## src/rtl/mvprod_sched_if.sv

```systemverilog
// mvprod_sched_if -- bundles the three streams around the matrix-vector scheduler:
// the upstream int8 element stream, the engine request/chunk channel and the
// downstream result stream, plus the sticky protocol error flag.
// The slave modport is the scheduler's view; the master modport is the view of
// whatever surrounds it (upstream source, engine and result sink together).
interface mvprod_sched_if #(
    parameter int WORKING_REGS = 3
);
    logic                        s_valid;
    logic signed [7:0]           s_data;
    logic                        s_ready;

    logic                        mv_start;
    logic [WORKING_REGS*8-1:0]   mv_chunk;
    logic                        mv_req_chunk_in;
    logic                        mv_req_ptr_rst;
    logic                        mv_req_chunk_out;
    logic signed [7:0]           mv_result;

    logic                        m_valid;
    logic signed [7:0]           m_data;
    logic                        m_last;
    logic                        m_ready;

    logic                        err_overflow;

    modport slave (
        input  s_valid, s_data,
        input  mv_req_chunk_in, mv_req_ptr_rst, mv_req_chunk_out, mv_result,
        input  m_ready,
        output s_ready,
        output mv_start, mv_chunk,
        output m_valid, m_data, m_last,
        output err_overflow
    );

    modport master (
        output s_valid, s_data,
        output mv_req_chunk_in, mv_req_ptr_rst, mv_req_chunk_out, mv_result,
        output m_ready,
        input  s_ready,
        input  mv_start, mv_chunk,
        input  m_valid, m_data, m_last,
        input  err_overflow
    );
endinterface

```

## src/rtl/mvprod_sched.sv

```systemverilog
// mvprod_sched -- buffers one int8 input vector, starts the matrix-vector engine,
// serves it WORKING_REGS-element chunks on request, captures its results and
// streams them out with a last marker.
// Optional feature: define MVPROD_SCHED_RELU_EN to clamp negative captured
// results to zero; by default results are stored unmodified.
// Clock clk_in (rising edge); reset rst_in is synchronous and active-low.
module mvprod_sched #(
    parameter int IN_VEC_LEN   = 6,
    parameter int OUT_VEC_LEN  = 4,
    parameter int WORKING_REGS = 3
) (
    input  logic           clk_in,
    input  logic           rst_in,
    mvprod_sched_if.slave  bus
);

    localparam int PTR_W = (IN_VEC_LEN  > 1) ? $clog2(IN_VEC_LEN)  : 1;
    localparam int RES_W = (OUT_VEC_LEN > 1) ? $clog2(OUT_VEC_LEN) : 1;

    localparam logic [1:0] ST_LOAD    = 2'd0;
    localparam logic [1:0] ST_START   = 2'd1;
    localparam logic [1:0] ST_COMPUTE = 2'd2;
    localparam logic [1:0] ST_DRAIN   = 2'd3;

    logic [1:0]                r_state;
    logic [1:0]                w_stateNext;
    logic [PTR_W-1:0]          r_wrIdx;
    logic [PTR_W-1:0]          r_rdPtr;
    logic [PTR_W-1:0]          w_base;
    logic [PTR_W-1:0]          w_ptrNext;
    logic [RES_W-1:0]          r_resCnt;
    logic [RES_W-1:0]          r_rdOut;
    logic signed [7:0]         r_inBuf  [IN_VEC_LEN];
    logic signed [7:0]         r_outBuf [OUT_VEC_LEN];
    logic [WORKING_REGS*8-1:0] r_chunk;
    logic [WORKING_REGS*8-1:0] w_chunkNext;
    logic                      r_sReady;
    logic                      r_err;
    logic signed [7:0]         w_capVal;

    logic w_compute;
    logic w_drain;
    logic w_inFire;
    logic w_outFire;
    logic w_drainFire;
    logic w_lastIn;
    logic w_lastRes;
    logic w_lastOut;

    assign w_compute   = (r_state == ST_COMPUTE);
    assign w_drain     = (r_state == ST_DRAIN);
    assign w_inFire    = (r_state == ST_LOAD) && bus.s_valid && r_sReady;
    assign w_outFire   = w_compute && bus.mv_req_chunk_out;
    assign w_drainFire = w_drain && bus.m_ready;
    assign w_lastIn    = (r_wrIdx  == PTR_W'(IN_VEC_LEN - 1));
    assign w_lastRes   = (r_resCnt == RES_W'(OUT_VEC_LEN - 1));
    assign w_lastOut   = (r_rdOut  == RES_W'(OUT_VEC_LEN - 1));

    // A pointer reset in the same cycle as a chunk request makes the chunk come from index 0
    always_comb begin
        w_base      = bus.mv_req_ptr_rst ? '0 : r_rdPtr;
        w_chunkNext = '0;
        for (int k = 0; k < WORKING_REGS; k++) begin
            w_chunkNext[k*8 +: 8] = r_inBuf[PTR_W'(int'(w_base) + k)];
        end
        if (int'(w_base) + WORKING_REGS >= IN_VEC_LEN) begin
            w_ptrNext = '0;
        end else begin
            w_ptrNext = PTR_W'(int'(w_base) + WORKING_REGS);
        end
    end

    // Captured value, optionally rectified before it reaches the output buffer
    always_comb begin
`ifdef MVPROD_SCHED_RELU_EN
        w_capVal = bus.mv_result[7] ? 8'sd0 : bus.mv_result;
`else
        w_capVal = bus.mv_result;
`endif
    end

    // Next-state decode: each phase ends on the handshake that consumes its last element
    always_comb begin
        w_stateNext = r_state;
        case (r_state)
            ST_LOAD:    if (w_inFire && w_lastIn)       w_stateNext = ST_START;
            ST_START:                                   w_stateNext = ST_COMPUTE;
            ST_COMPUTE: if (w_outFire && w_lastRes)     w_stateNext = ST_DRAIN;
            ST_DRAIN:   if (w_drainFire && w_lastOut)   w_stateNext = ST_LOAD;
            default:                                    w_stateNext = ST_LOAD;
        endcase
    end

    // State register plus the registered s_ready, which stays low for the reset cycle
    always_ff @(posedge clk_in) begin
        if (!rst_in) begin
            r_state  <= ST_LOAD;
            r_sReady <= 1'b0;
        end else begin
            r_state  <= w_stateNext;
            r_sReady <= (w_stateNext == ST_LOAD);
        end
    end

    // Write index, chunk read pointer, result count and drain index
    always_ff @(posedge clk_in) begin
        if (!rst_in) begin
            r_wrIdx  <= '0;
            r_rdPtr  <= '0;
            r_resCnt <= '0;
            r_rdOut  <= '0;
        end else begin
            if (w_inFire) begin
                r_wrIdx <= w_lastIn ? '0 : r_wrIdx + PTR_W'(1);
            end
            if (r_state == ST_START) begin
                r_rdPtr  <= '0;
                r_resCnt <= '0;
            end
            if (w_compute) begin
                if (bus.mv_req_chunk_in) begin
                    r_rdPtr <= w_ptrNext;
                end else if (bus.mv_req_ptr_rst) begin
                    r_rdPtr <= '0;
                end
            end
            if (w_outFire) begin
                r_resCnt <= w_lastRes ? '0 : r_resCnt + RES_W'(1);
            end
            if (w_drainFire) begin
                r_rdOut <= w_lastOut ? '0 : r_rdOut + RES_W'(1);
            end
        end
    end

    // Chunk register presented to the engine; holds until the next request
    always_ff @(posedge clk_in) begin
        if (!rst_in) begin
            r_chunk <= '0;
        end else if (w_compute && bus.mv_req_chunk_in) begin
            r_chunk <= w_chunkNext;
        end
    end

    // Engine requests arriving outside COMPUTE are dropped and latch the error flag
    always_ff @(posedge clk_in) begin
        if (!rst_in) begin
            r_err <= 1'b0;
        end else if (!w_compute && (bus.mv_req_chunk_in || bus.mv_req_chunk_out)) begin
            r_err <= 1'b1;
        end
    end

    // Data buffers carry no reset; a reset run never reaches DRAIN so stale data is never shown
    always_ff @(posedge clk_in) begin
        if (rst_in && w_inFire) begin
            r_inBuf[r_wrIdx] <= bus.s_data;
        end
        if (rst_in && w_outFire) begin
            r_outBuf[r_resCnt] <= w_capVal;
        end
    end

    assign bus.s_ready      = r_sReady;
    assign bus.mv_start     = (r_state == ST_START);
    assign bus.mv_chunk     = r_chunk;
    assign bus.m_valid      = w_drain;
    assign bus.m_data       = w_drain ? r_outBuf[r_rdOut] : 8'sd0;
    assign bus.m_last       = w_drain && w_lastOut;
    assign bus.err_overflow = r_err;

endmodule

```

## src/flat_wrapper.sv

```systemverilog
// flat-port wrapper written by rule: the top's interface ports become plain ports
module mvprod_sched_flat 
#(
    parameter int IN_VEC_LEN   = 6,
    parameter int OUT_VEC_LEN  = 4,
    parameter int WORKING_REGS = 3
)
  (clk_in, rst_in, bus_s_valid, bus_s_data, bus_mv_req_chunk_in, bus_mv_req_ptr_rst, bus_mv_req_chunk_out, bus_mv_result, bus_m_ready, bus_s_ready, bus_mv_start, bus_mv_chunk, bus_m_valid, bus_m_data, bus_m_last, bus_err_overflow);
  mvprod_sched_if #(.WORKING_REGS(WORKING_REGS)) bus_i ();
  input  logic clk_in;
  input  logic rst_in;
  input wire logic [$bits(bus_i.s_valid)-1:0] bus_s_valid;
  input wire logic [$bits(bus_i.s_data)-1:0] bus_s_data;
  input wire logic [$bits(bus_i.mv_req_chunk_in)-1:0] bus_mv_req_chunk_in;
  input wire logic [$bits(bus_i.mv_req_ptr_rst)-1:0] bus_mv_req_ptr_rst;
  input wire logic [$bits(bus_i.mv_req_chunk_out)-1:0] bus_mv_req_chunk_out;
  input wire logic [$bits(bus_i.mv_result)-1:0] bus_mv_result;
  input wire logic [$bits(bus_i.m_ready)-1:0] bus_m_ready;
  output wire logic [$bits(bus_i.s_ready)-1:0] bus_s_ready;
  output wire logic [$bits(bus_i.mv_start)-1:0] bus_mv_start;
  output wire logic [$bits(bus_i.mv_chunk)-1:0] bus_mv_chunk;
  output wire logic [$bits(bus_i.m_valid)-1:0] bus_m_valid;
  output wire logic [$bits(bus_i.m_data)-1:0] bus_m_data;
  output wire logic [$bits(bus_i.m_last)-1:0] bus_m_last;
  output wire logic [$bits(bus_i.err_overflow)-1:0] bus_err_overflow;
  assign bus_i.s_valid = bus_s_valid;
  assign bus_i.s_data = bus_s_data;
  assign bus_i.mv_req_chunk_in = bus_mv_req_chunk_in;
  assign bus_i.mv_req_ptr_rst = bus_mv_req_ptr_rst;
  assign bus_i.mv_req_chunk_out = bus_mv_req_chunk_out;
  assign bus_i.mv_result = bus_mv_result;
  assign bus_i.m_ready = bus_m_ready;
  assign bus_s_ready = bus_i.s_ready;
  assign bus_mv_start = bus_i.mv_start;
  assign bus_mv_chunk = bus_i.mv_chunk;
  assign bus_m_valid = bus_i.m_valid;
  assign bus_m_data = bus_i.m_data;
  assign bus_m_last = bus_i.m_last;
  assign bus_err_overflow = bus_i.err_overflow;
  mvprod_sched #(.IN_VEC_LEN(IN_VEC_LEN), .OUT_VEC_LEN(OUT_VEC_LEN), .WORKING_REGS(WORKING_REGS)) u_core (.clk_in(clk_in), .rst_in(rst_in), .bus(bus_i));
endmodule
```

## config.mk

```make
export PLATFORM = sky130hd
export DESIGN_NAME = mvprod_sched_flat
export DESIGN_NICKNAME = d
export VERILOG_FILES = /design/src/rtl/mvprod_sched_if.sv /design/src/rtl/mvprod_sched.sv /design/src/flat_wrapper.sv
export SDC_FILE = /design/constraint.sdc
export NUM_CORES = 1
export LEC_CHECK = 0
export ABC_AREA = 0
export CAP_MARGIN = 20
export CORE_UTILIZATION = 35
export DETAILED_ROUTE_END_ITERATION = 16
export PLACE_DENSITY = 0.56
export REMOVE_ABC_BUFFERS = 1
export SYNTH_ARGS = -nofsm -noshare
export SYNTH_HDL_FRONTEND = slang
export SYNTH_SLANG_ARGS = --single-unit
```

## constraint.sdc

```tcl
create_clock -name clk_in -period 2.7 [get_ports clk_in]
set_input_delay 0.54 -clock clk_in [delete_from_list [all_inputs] [get_ports clk_in]]
set_output_delay 0.54 -clock clk_in [all_outputs]
set_load 0.005 [all_outputs]
```

After elaboration in Yosys (flattened, before gate mapping)
Memory sizes are Yosys's and may differ from the RTL's. A register that Yosys moved wholly into a read port is not among the register bits.
Cells that the tools add are included.
W data, S select, Z words.

word-level totals
  memories = 2
  memory bits (writable) = 80
  input port bits = 23
  register bits = 14
  output and inout port bits = 37

operators by class
  reductions and logical operators = 20
  muxes and demuxes = 22
  magnitude comparators = 1
  $add $sub $neg = 6
  equality and inequality tests = 6

memory list
  name             depth  bits a word  read ports  clocked after memory_dff  wr ports  line                source
  u_core.r_inBuf   6      8            3           3                         1         mvprod_sched.sv:33  logic signed [7:0] r_inBuf [IN_VEC_LEN];
  u_core.r_outBuf  4      8            1           1                         1         mvprod_sched.sv:34  logic signed [7:0] r_outBuf [OUT_VEC_LEN];

operators with widths
  operator               number
  $ge A32 B4 Y1 const B  1
  $mux W3                7
  $mux W2                9
  $logic_and A1 B1 Y1    12
  $eq A2 B2 Y1 const B   4
  $mux W8                1
  $pmux W2 S4            1
  $add A3 B1 Y3 const B  2
  $add A2 B1 Y2 const B  2
  $add A3 B2 Y4 const B  1
  $logic_not A1 Y1       4
  $logic_not A2 Y1       2
  $mux W1                4
  $add A3 B2 Y3 const B  1
  $eq A3 B3 Y1 const B   1
  $eq A2 B1 Y1 const B   1
  $reduce_bool A2 Y1     1
  $logic_or A1 B1 Y1     1

Logic depth before layout (Yosys ltp)
Gate-level depths: netlist (run 1).

  word-level depth = 7
  gate-level depth with buffers = 9
  gate-level depth less buffers = 7

Worst setup path after synthesis (run 1)
Ideal clock, no wire load.

  path type = input -> register
  from = input bus_mv_req_ptr_rst
  to = register u_core.r_chunk[10], in the netlist u_core.bus.mv_chunk[10] (read register of u_core.r_inBuf)
  path slack = 0.614 ns
  cell stages on the path = 8
  path buffers = 3
  data arrival time = 1.962 ns
  cell sequence = nand2b_4 -> buf_6 -> buf_8 -> ha_1 -> buf_1 -> mux4_2 -> nand2_1 -> a21oi_1

between the ends
  longest elaborated chain between the ends = 2

RTL lines
  element             line                source
  start: declaration  flat_wrapper.sv:15  input wire logic [$bits(bus_i.mv_req_ptr_rst)-1:0] bus_mv_req_ptr_rst;
  $mux W3             mvprod_sched.sv:61  w_base = bus.mv_req_ptr_rst ? '0 : r_rdPtr;
  $add A3 B1 Y3       mvprod_sched.sv:64  w_chunkNext[k*8 +: 8] = r_inBuf[PTR_W'(int'(w_base) + k)];
  end: declaration    mvprod_sched.sv:35  logic [WORKING_REGS*8-1:0] r_chunk;

Every way passes these cells.
A chain may end at the register's enable or synchronous reset.

==> results of run 1 <==
==> area by class of cell <==
| type | count | area [um^2] |
|---|---|---|
| Clock buffer | 17 | 425.4 |
| Clock inverter | 15 | 153.9 |
| Fill cell | 1392 | 8333 |
| Inverter | 5 | 18.77 |
| Multi-Input combinational cell | 279 | 2191 |
| Sequential cell | 120 | 3204 |
| Tap cell | 211 | 264.0 |
| Timing Repair Buffer | 81 | 780.7 |
==> worst max-delay path, cell delays in order (launching register included) <==
cell and delay [ps]:
dfxtp_1 300, buf_4 200, mux4_2 520, and2_1 170, clkdlybuf4s50_1 430
==> cells in the final DEF (no fill, tap or decap), drive strengths merged, types with 11 or more instances in the layout <==
master / instances
and2: 12
nor2b: 14
edfxtp: 80
nand2: 25
nor2: 29
buf: 22
nand3: 11
clkbuf: 17
nand2b: 13
mux4: 16
clkdlybuf4s50: 59
a21oi: 26
a2111oi: 16
dfxtp: 40
==> stage by stage <==
stage / util (%) / setup WS, ps / instance area, um^2 / std cells / hold WS [ps]
2_1_floorplan: - / -310.8 / 5411 / 404 / 455.2
3_3_place_gp: 42.01 / 283.0 / 6457 / 696 / 463.6
3_5_place_dp: 42.01 / 167.2 / 6457 / 696 / 468.2
4_1_cts: 45.78 / 66.59 / 7037 / 728 / 480.7
5_1_grt: 45.79 / 12.14 / 7038 / 728 / 499.0
6_report: 45.79 / 110.9 / 7038 / 728 / 478.5
==> flip-flops by register name, indices dropped and copies added, names as in the netlist, named ones only <==
register and count:
u_core.r_wrIdx 3, u_core.bus.mv_chunk 24, u_core.bus.s_ready 1, u_core.r_rdOut 2, u_core.r_inBuf 48, u_core.r_rdPtr 3, u_core.r_outBuf 32, u_core.r_resCnt 2
u_core.bus.err_overflow 1, u_core.r_state 2
==> report_power, final <==
part	internal [mW]	switching [mW]
registers	1.97	0.00674
logic	0.0536	0.0524
clock network	1.35	0.839
==> routing by layer <==
layer / routed length, um / GRT usage (%) / share of wire (%) / vias to the layer above
li1: - / - / - / 1830
met1: 6398 / 24.03 / 44 / 1971
met2: 7069 / 31.16 / 48 / 131
met3: 714 / 4.800 / 4.9 / 31
met4: 394 / 9.481 / 2.7 / 0
met5: 0 / 0 / 0 / -
==> Yosys cell counts, drive strengths merged, types with 8 or more instances <==
cell	count	area share [%]
a211oi	8	1.1
buf	19	2.3
nor2	29	2.2
dfxtp	40	14
mux4	16	6.5
mux2i	10	1.8
o221ai	8	1.4
mux2	8	2.2
a311oi	8	1.3
o21ai	10	0.90
nand3b	10	1.3
nor2b	14	1.7
nand2	25	1.8
a221oi	8	1.3
o31ai	8	1.1
and2	12	1.3
a21oi	26	2.3
nand2b	13	1.6
clkbuf	11	0.74
a2111oi	16	2.5
edfxtp	80	43
nand3	11	0.99
==> worst paths after layout <==
path | start | to | slack [ps] | cells past startpoint
min reg2reg | u_core.bus.mv_chunk[3]$_SDFFE_PN0P_ | u_core.bus.mv_chunk[3]$_SDFFE_PN0P_ | 480 | 2
max reg2reg | u_core.r_rdPtr[0]$_SDFF_PN0_ | u_core.bus.mv_chunk[7]$_SDFFE_PN0P_ | 710 | 5
min | u_core.bus.mv_chunk[3]$_SDFFE_PN0P_ | u_core.bus.mv_chunk[3]$_SDFFE_PN0P_ | 480 | 2
max | register | bus_m_data[5] | 110 | 4
==> cells by family (layout without fill, tap and decap cells) <==
logic type                 count (synthesis)  after routing  synth area share [%]
DFF                                      120            120                 57.39
muxes                                     34             34                 10.40
buffers and inverters                     35            118                 3.385
and+or+nand+nor                          131            131                 13.11
adders and majority gates                  7              7                 1.569
AOI/OAI and AO/OA                        106            106                 13.99
xor gates and xnor gates                   1              1                0.1569
==> results by group, run 1 <==
STA
  • Min Tclk post-route: 2589 ps
  • Setup TNS: 0 ps
  • Final Hold Fails: 0
  • Final setup fails: 0
  • Slew Limit Fails: 0
  • Fmax: 386.2 MHz
  • Fin Clk Skew: 5.097 ps
  • Tcrit/Tclk final: 95.89%
  • Max-Slew Margin vs Limit: 61.81%
  • Actual slew at the worst max-slew pin: 558.5 ps
  • RSZ-0062 raised after global routing: false

Setup path
  • Crit path capture type: primary output
  • Critical path arrival: 2050 ps
  • Startpoint Class: register
  • Required @ worst endpoint: 2160 ps
  • Critical Path Fanout Max: 8
  • CP Class: register to primary output

Finish
  • Share of cells above drive strength 1: 17.99%
  • Layout area overhead: 26.09%
  • Post-layout nets: 534
  • N_diodes: 0

Synthesis
  • EDFF count, synth: 80
  • Synth Instances: 434
  • Post-Syn Area: 5582 um^2
  • Asr flop ratio synth: 0%
  • Top_reg_cell synth: edfxtp_1
  • Register area share after synthesis: 57.39%
  • Synth Register Bits: 120
  • Synthesized area per cell: 12.86 um^2
  • Yosys warnings: 0
  • Yosys cell types: 53

Route
  • Routed wire per std cell: 20.02 um
  • Via density: 5.444
  • DRT Pass-1 Iters: 5
  • Routed Antenna Nets: 0
  • DRT iter0 DRCs: 330
  • Drt total wl: 14580 um
  • DR vias: 3963
  • Post-route DRC: 0

Clocking
  • Max clock buf depth: 2
  • Worst-path clk slew: 60 ps
  • Post-cts resize count: 0
  • CTS tree: built
  • Htree depth: 4
  • Num CTS Buffers: 17
  • CTS sink count: 120
  • Hold_buf cts: 0
  • Latest clock arrival within the worst-skew pair: 420 ps
  • Post-CTS Setup Bufs: 0
  • Root buffer cell: clkbuf_16

Pwr
  • Max IR drop VDD: 434.1 uV
  • Cell area power density: 607.2 nW/um^2
  • P_leak: 2.377 nW
  • Total power: 4.274 mW

GRT
  • Vias in the first global route: 4025
  • Largest net degree at the start of global routing: 46
  • Antenna violations before repair: 0
  • Global-route wire length before repair: 22770 um
  • Total track usage: 19.28%
  • Congestion Overflow GR: 0

Floorplan
  • I/O Pins: 60
  • Core area: 15370 um^2
  • Die height: 128.3 um
  • Row Count: 45
  • Die width: 128.3 um
  • Initial Util: 36.31%
  • Full die area: 16460 um^2

Min path
  • Hold Path Class: register to register

Placement
  • DPL Wire Length: 9319 um
  • Port buffer count: 59
  • GP Congestion: 0.8180

Flow run
  • Max-Cap Viols: 0

Run status
  • Outcome: finished, final reports clean
Power figures use the tool's default switching activity.
==> inputs of run 2 (changes only) <==
Settings changed: CORE_MARGIN from default to 2, SKIP_LAST_GASP from default to 1.
==> results by group, run 2 (synthesized netlist as in run 1, its figures left out) <==
Route
  • DRT Pass-1 Iters: 5 (unchanged)
  • Drt total wl: 14790 um (+1.4%)
  • Post-route DRC: 0 (unchanged)
  • Routed Antenna Nets: 0 (unchanged)
  • DR vias: 4018 (+1.4%)
  • Via density: 5.467 (+0.42%)
  • DRT iter0 DRCs: 313 (-5.2%)
  • Routed wire per std cell: 20.12 um (+0.48%)

STA
  • Fmax: 386.8 MHz (+0.15%)
  • Final Hold Fails: 0 (unchanged)
  • RSZ-0062 raised after global routing: false
  • Final WS setup: 114.8 ps (+3.920 ps)
  • Tcrit/Tclk final: 95.75% (-0.15 points)
  • Min Tclk post-route: 2585 ps (-3.920 ps)
  • Slew Limit Fails: 0 (unchanged)
  • Max-Slew Margin vs Limit: 60.71% (-1.1 points)
  • Fin Clk Skew: 6.977 ps (+1.880 ps)
  • Final setup fails: 0 (unchanged)
  • Actual slew at the worst max-slew pin: 587.3 ps (+28.87 ps)

Min path
  • Hold Path Class: register to register
  • Hold Path Stages: 2 (unchanged)
  • Hold wc startpoint: u_core.bus.mv_chunk[1]$_SDFFE_PN0P_

Setup path
  • Depth of the most critical reg-to-reg path: 5 (unchanged)
  • Worst R2R Start: u_core.r_rdPtr[0]$_SDFF_PN0_
  • Startpoint Class: register
  • CP Class: register to primary output
  • Crit path capture type: primary output
  • Required @ worst endpoint: 2160 ps (about the same)
  • Critical Path Fanout Max: 8 (unchanged)
  • Critical path arrival: 2050 ps (about the same)

Clocking
  • Root buffer cell: clkbuf_16
  • Worst-path clk slew: 60 ps (about the same)
  • Max clock buf depth: 2 (unchanged)
  • Hold_buf cts: 0 (unchanged)
  • Post-CTS Setup Bufs: 0 (unchanged)
  • Latest clock arrival within the worst-skew pair: 420 ps (about the same)
  • CTS tree: built
  • Post-cts resize count: 0 (unchanged)
  • Num CTS Buffers: 17 (unchanged)
  • Htree depth: 4 (unchanged)
  • CTS sink count: 120 (unchanged)

Finish
  • Commonest non-fill, non-tap cell in the layout: edfxtp_1
  • N_diodes: 0 (unchanged)
  • Fill cells: 1414 (+1.6%)
  • Largest Register: u_core.r_inBuf
  • Most frequent cells in the layout: 80 x edfxtp_1, 59 x clkdlybuf4s50_1, 39 x dfxtp_1
  • Post-layout nets: 536 (+0.37%)
  • Non-Filler Instances: 735 (+0.96%)
  • Register Area: 3204 um^2 (unchanged)
  • Max reg flops: 48 (unchanged)
  • Share of cells above drive strength 1: 17.73% (-0.26 points)
  • Multi-input gate area: 2190 um^2 (about the same)
  • Layout area overhead: 26.38%

Placement
  • Worst slack, placed: 147.8 ps (-19.47 ps)
  • Placed Instances: 703 (+1.0%)
  • GP Congestion: 0.8352 (+2.1%)
  • Port buffer count: 59 (unchanged)
  • DPL Wire Length: 9522 um (+2.2%)

Floorplan
  • Initial Util: 35.52% (-0.79 points)
  • Die width: 130.3 um (+1.6%)
  • Row Count: 46 (+2.2%)
  • Full die area: 16970 um^2 (+3.1%)
  • I/O Pins: 60 (unchanged)
  • Core area: 15710 um^2 (+2.2%)
  • Die height: 130.3 um (+1.6%)

Run status
  • Outcome: finished, final reports clean

GRT
  • Total track usage: 18.08% (-1.2 points)
  • Congestion Overflow GR: 0 (unchanged)
  • Global-route wire length before repair: 22250 um (-2.3%)
  • Largest net degree at the start of global routing: 26 (-43%)
  • Antenna violations before repair: 0 (unchanged)
  • Vias in the first global route: 3928 (-2.4%)

Pwr
  • Max IR drop VDD: 419.9 uV (-3.3%)
  • Total power: 4.337 mW (+1.5%)
  • Cell area power density: 614.9 nW/um^2 (+1.3%)
  • P_leak: 2.388 nW (+0.48%)

Flow run
  • Max-Cap Viols: 0 (unchanged)
-- run 2: per-stage QoR --
step                hold slack (ps)  utilization [%]  TNS, ps  instance area, um^2
finish                        469.9            44.90        0                 7054
global route                  496.8            44.90        0                 7054
CTS                           473.5            44.90        0                 7054
detailed placement            463.0            41.15        0                 6466
global placement              465.1            41.15        0                 6466
floorplan                     455.2                -    -2832                 5411
-- run 2: worst paths after layout --
check                                   endpoint  slack, ps
max                                bus_m_data[2]        110
min          u_core.bus.mv_chunk[1]$_SDFFE_PN0P_        470
max reg2reg  u_core.bus.mv_chunk[0]$_SDFFE_PN0P_        690
min reg2reg  u_core.bus.mv_chunk[1]$_SDFFE_PN0P_        470
-- run 2: where the power goes --
part | internal, mW | switching [mW] | leakage, nW
registers | 1.97 | 0.00635 | 1.04
logic | 0.0535 | 0.0537 | 1.07
clock network | 1.44 | 0.816 | 0.274
-- run 2: routing by layer --
metal / global-route usage (%) / wire [um]
met1: 23.03 / 6425
met2: 29.57 / 7056
met3: 4.387 / 942
met4: 7.590 / 362
met5: 0 / 0
-- run 2: final cells by class --
cell class                      count  area share (%)
Sequential cell                   120           45.42
Clock buffer                       19           6.137
Inverter                            5          0.2661
Multi-Input combinational cell    279           31.04
Clock inverter                     13           2.199
Timing Repair Buffer               83           11.10
Tap cell                          216           3.831
-- run 2: worst max-delay path, cell delays in order, from the launching register on --
cell	delay [ps]
dfxtp_1	300
buf_4	200
mux4_2	510
and2_1	160
clkdlybuf4s50_1	450
==> variant 1, RTL diff (settings of run 1) <==
`OUT_VEC_LEN` is set to 4 in 2 places; all go to 2.
--- a/src/rtl/mvprod_sched.sv
+++ b/src/rtl/mvprod_sched.sv
@@ -8,3 +8,3 @@
     parameter int IN_VEC_LEN   = 6,
-    parameter int OUT_VEC_LEN  = 4,
+    parameter int OUT_VEC_LEN  = 2,
     parameter int WORKING_REGS = 3
--- a/src/flat_wrapper.sv
+++ b/src/flat_wrapper.sv
@@ -4,3 +4,3 @@
     parameter int IN_VEC_LEN   = 6,
-    parameter int OUT_VEC_LEN  = 4,
+    parameter int OUT_VEC_LEN  = 2,
     parameter int WORKING_REGS = 3
Check against the original RTL: same outputs for any inputs over 10 cycles, from zero or initial values and one cycle with rst_in low; that may be too few to reach the edited logic, so the function may still have changed.
==> variant 1 against run 1 <==
Die area decreased by 18%. Total power decreased by 30%. Count of clock-buffer cells in the layout decreased by 7. Cell area decreased by 18%. Synthesized area decreased by 18%. Routed wire length decreased by 23%. Sequential share of layout area increased by 0.82 points. Synthesized cell count decreased by 10%. Worst setup slack improved by 0.20 ns. Sequential cell count decreased by 19.
==> variant 1: results (changes against run 1) <==
| Metric | Value |
|---|---|
| Status | finished clean |
| Post-Synth XOR/XNOR Area | 0.383% (+0.23 points) |
| Routability congestion estimate from global placement | 0.774 (-5.4%) |
| Number of logic inverters in the finished layout | 8 (+3) |
| Worst-case register-to-register setup slack | 0.78 ns (+0.07 ns) |
| Global-route track usage on met2 | 29.3% (-1.8 points) |
| All-Layer GR Usage | 17.6% (-1.7 points) |
| Met2 wirelength from detailed routing | 5460 um (-23%) |
| H-tree depth | 3 (-1) |
| Post-synth EDFFs | 64 (-20%) |
| Leading post-synthesis cells by instance count | sky130_fd_sc_hd__edfxtp_1 (64), sky130_fd_sc_hd__a21oi_1 (42), sky130_fd_sc_hd__dfxtp_1 (37) |
| Area fraction of clock buffers and clock inverters | 4.90% (-3.3 points) |
| R2r startpoint | u_core.r_rdPtr[1] |
| Leakage power figure | 1.89 nW (-20%) |
| Number of nets at the end of the flow | 482 (-9.7%) |
| Max FO, Critical Path | 11 (+3) |
| Post-detailed-routing wire length | 11200 um (-23%) |
| Worst IR Drop VDD | 0.364 mV (-16%) |
| Fraction of final layout cells with drive strength greater than 1 | 15.7% (-2.3 points) |
| Detailed Route Iter0 Violations | 238 (-28%) |
| Post-DR vias/cell | 5.23 (-4.0%) |
| Detailed Routing Iterations Pass 1 | 4 (-1) |
| Multi-input gate area in the final layout | 1770 um2 (-19%) |
| HPWL after detailed placement | 7560 um (-19%) |
| Global-route track usage on met3 | 4.15% (-0.65 points) |
[variant 1: worst max-delay path by stage]
stage                            start                      end  slack [ns]  cells after the start
floorplan            u_core.r_rdPtr[0]  u_core.bus.mv_chunk[14]       -1.02                      6
global placement    bus_mv_req_ptr_rst  u_core.bus.mv_chunk[20]        0.17                      6
detailed placement  bus_mv_req_ptr_rst        u_core.r_rdPtr[2]        0.15                      8
CTS                  u_core.r_state[0]            bus_m_data[5]        0.29                      3
global route         u_core.r_state[0]            bus_m_data[6]        0.17                      3
finish               u_core.r_state[0]            bus_m_data[5]        0.31                      3
[variant 1: cell families after synthesis]
group	Yosys count
buf+inv	33
fa+ha+maj	3
simple gates	89
compound gates	107
flops	101
xor+xnor	2
mux	54
[variant 1: power breakdown]
part / switching (mW) / internal, mW / leakage, nW / total (mW)
Combinational: 0.0405 / 0.0479 / 0.880 / 0.0883
Clock: 0.548 / 0.709 / 0.140 / 1.26
Sequential: 0.00639 / 1.65 / 0.875 / 1.65
[variant 1: critical path: stages, from the launching register on]
cell and delay [ns]:
sky130_fd_sc_hd__dfxtp_1 0.52, sky130_fd_sc_hd__nand2_1 0.29, sky130_fd_sc_hd__nor2_1 0.18, sky130_fd_sc_hd__clkdlybuf4s50_1 0.52
[variant 1: stage by stage]
| step | instances | TNS (ns) | hold WS, ns | util [%] | instance area (um2) |
|---|---|---|---|---|---|
| 2_1_floorplan | 364 | -13.76 | 0.443 | - | 4460 |
| 3_3_place_gp | 617 | 0 | 0.441 | 43.1 | 5460 |
| 3_5_place_dp | 617 | 0 | 0.442 | 43.1 | 5460 |
| 4_1_cts | 632 | 0 | 0.451 | 45.3 | 5740 |
| 5_1_grt | 632 | 0 | 0.476 | 45.3 | 5740 |
| 6_report | 632 | 0 | 0.447 | 45.3 | 5740 |
==> variant 2, RTL diff (flow settings as in run 1) <==
Made on the original files. Make the reset (`rst_in`) asynchronous in 4 clocked blocks.
--- a/src/rtl/mvprod_sched.sv
+++ b/src/rtl/mvprod_sched.sv
@@ -94,3 +94,3 @@
     // State register plus the registered s_ready, which stays low for the reset cycle
-    always_ff @(posedge clk_in) begin
+    always_ff @(posedge clk_in or negedge rst_in) begin
         if (!rst_in) begin
@@ -105,3 +105,3 @@
     // Write index, chunk read pointer, result count and drain index
-    always_ff @(posedge clk_in) begin
+    always_ff @(posedge clk_in or negedge rst_in) begin
         if (!rst_in) begin
@@ -136,3 +136,3 @@
     // Chunk register presented to the engine; holds until the next request
-    always_ff @(posedge clk_in) begin
+    always_ff @(posedge clk_in or negedge rst_in) begin
         if (!rst_in) begin
@@ -145,3 +145,3 @@
     // Engine requests arriving outside COMPUTE are dropped and latch the error flag
-    always_ff @(posedge clk_in) begin
+    always_ff @(posedge clk_in or negedge rst_in) begin
         if (!rst_in) begin
Behaviour: differs if rst_in is asserted again (counterexample within 4 cycles, from zero or initial values and one cycle with rst_in low); with rst_in held inactive, the same outputs for 10 cycles.
==> variant 2 against run 1 <==
Routed wire length decreased by 6.2%. Sequential cell count decreased by 2. Synthesized area decreased by 0.85%. Non-clock buffer count unchanged. Sequential share of layout area increased by 2.1 points. Worst setup slack got worse by 0.024 ns. Cell area about the same. Highest routed layer unchanged.
Power is not compared: it rests on default switching activity, and its combinational part moved more than twofold at a synthesized area within 25%.
==> variant 2: results (changes against run 1) <==
| Metric | Value |
|---|---|
| Number of synthesized register bits | 118 (-1.7%) |
| Maximum clock rate | 0.383 GHz (-0.90%) |
| DRT met1 WL | 6130 um (-4.3%) |
| Leading post-synthesis cells by instance count | sky130_fd_sc_hd__edfxtp_1 (80), sky130_fd_sc_hd__nand2_1 (42), sky130_fd_sc_hd__dfrtp_1 (38) |
| Routed wire length per instance | 18.8 um (-6.2%) |
| Leading post-synthesis cells by cell area | sky130_fd_sc_hd__edfxtp_1 (43%), sky130_fd_sc_hd__dfrtp_1 (17%), sky130_fd_sc_hd__mux4_2 (6.5%), sky130_fd_sc_hd__mux2i_1 (4.2%), sky130_fd_sc_hd__nand2_1 (2.8%) |
| Area fraction in compound gates after synthesis | 11.9% (-2.1 points) |
| Post-route clock skew | 0.00683 ns (+0.00173 ns) |
| Status | finished clean |
| Inst Count DP | 694 (-0.29%) |
| Fraction of final layout cells with drive strength greater than 1 | 15.7% (-2.3 points) |
| Sequential fraction of the synthesis area | 60.6% (+3.2 points) |
| Clock Buffer Count | 21 (+4) |
| Clk Latency, worst-skew pair | 0.42 ns (about the same) |
| Detailed Route Iter0 Violations | 302 (-8.5%) |
| Wire length of the first global-routing pass | 21700 um (-4.9%) |
| Critical path data arrival time | 2.07 ns (+0.02 ns) |
| Number of combinational gates with multiple inputs | 264 (-5.4%) |
| Gate count after technology mapping | 430 (-0.92%) |
| Routed met3 length | 780 um (+9.2%) |
| Post-DR vias/cell | 5.32 (-2.2%) |
| DP Worst Slack | -0.0445 ns (-0.212 ns) |
| Quantity of hold-fixing buffers added after cts | 1 (+1) |
| Non-clk buf share | 10.9% (-0.22 points) |
| Post-synthesis mux area share | 11.1% (+0.68 points) |
| Filler instances | 1389 (-0.22%) |
| Clk slew on worst S/H paths | 0.05 ns |
| Area fraction of clock buffers and clock inverters | 8.58% (+0.35 points) |
| Worst-case register-to-register setup slack | 0.51 ns (-0.20 ns) |
| All-Layer GR Usage | 17.9% (-1.4 points) |
| Met2 wirelength from detailed routing | 6390 um (-9.6%) |
| Vias in the first global route | 3868 (-3.9%) |
| Post-Synth XOR/XNOR Area | 0.317% (+0.16 points) |
| HPWL after detailed placement | 9770 um (+4.9%) |
| Internal power consumption | 4.93 mW |
| Antenna violations before repair | 0 (unchanged) |
| Sequential cell area share | 47.6% (+2.1 points) |
| Adder-cell share of the synthesized area | 1.58% (+0.013 points) |
| Slew HR | 52.9% (-8.9 points) |
| Number of logic inverters in the finished layout | 22 (+17) |
| Worst hold margin | 0.483 ns (+0.00397 ns) |
| Multi-input gate area in the final layout | 1970 um2 (-10%) |
| Post-synthesis cell type count | 47 (-11%) |
| Maximum number of pins on one net before global-route repair | 33 (-28%) |
| Routability congestion estimate from global placement | 0.887 (+8.4%) |
-- variant 2: cell count changes in the layout (fill, tap and decap cells not counted), sizes merged, moves of 9 or more --
cell	change
nand2b	-9
o21ai	+11
dfrtp	+38
mux2i	+13
a2111oi	-16
nand2	+17
inv	+15
nor2b	-11
dfxtp	-40
-- variant 2: worst paths after layout --
kind | from | to | cells past startpoint
setup / recovery | u_core.r_rdOut[0] | bus_m_data[6] | 4
hold / removal | u_core.bus.err_overflow | u_core.bus.err_overflow | 1
setup reg to reg | u_core.r_rdPtr[1] | u_core.bus.mv_chunk[13] | 5
hold reg to reg | u_core.bus.err_overflow | u_core.bus.err_overflow | 1
max in group asynchronous | rst_in | u_core.r_rdOut[0] | 3
min in group asynchronous | rst_in | u_core.bus.mv_chunk[18] | 2
-- variant 2: worst max-delay path, cell delays in order, from the launching register on --
cell                              delay [ns]
sky130_fd_sc_hd__dfrtp_2                0.40
sky130_fd_sc_hd__buf_12                 0.15
sky130_fd_sc_hd__mux4_2                 0.50
sky130_fd_sc_hd__and2_1                 0.17
sky130_fd_sc_hd__clkdlybuf4s50_1        0.43
-- variant 2: cell families after synthesis --
family                     count (synthesis)
DFF                                      118
and+or+nand+nor                          117
AOI/OAI and AO/OA                         97
buffers and inverters                     48
muxes                                     41
adders and majority gates                  7
xor gates and xnor gates                   2
-- variant 2: layer usage --
layer / vias to the layer above / global-route usage, %
met3: 32 / 3.88
li1: 1786 / -
met4: 0 / 9.69
met1: 1919 / 23.9
met2: 139 / 27.1
met5: - / 0
-- variant 2: metrics by stage --
stage          area (um2)  power, mW  util, %
4_1_cts              7030       7.26     45.9
2_1_floorplan        5400       3.82        -
5_1_grt              7040       7.60     46.0
6_report             7040       7.20     46.0
3_3_place_gp         6420       4.96     41.9
3_5_place_dp         6420       5.00     41.9
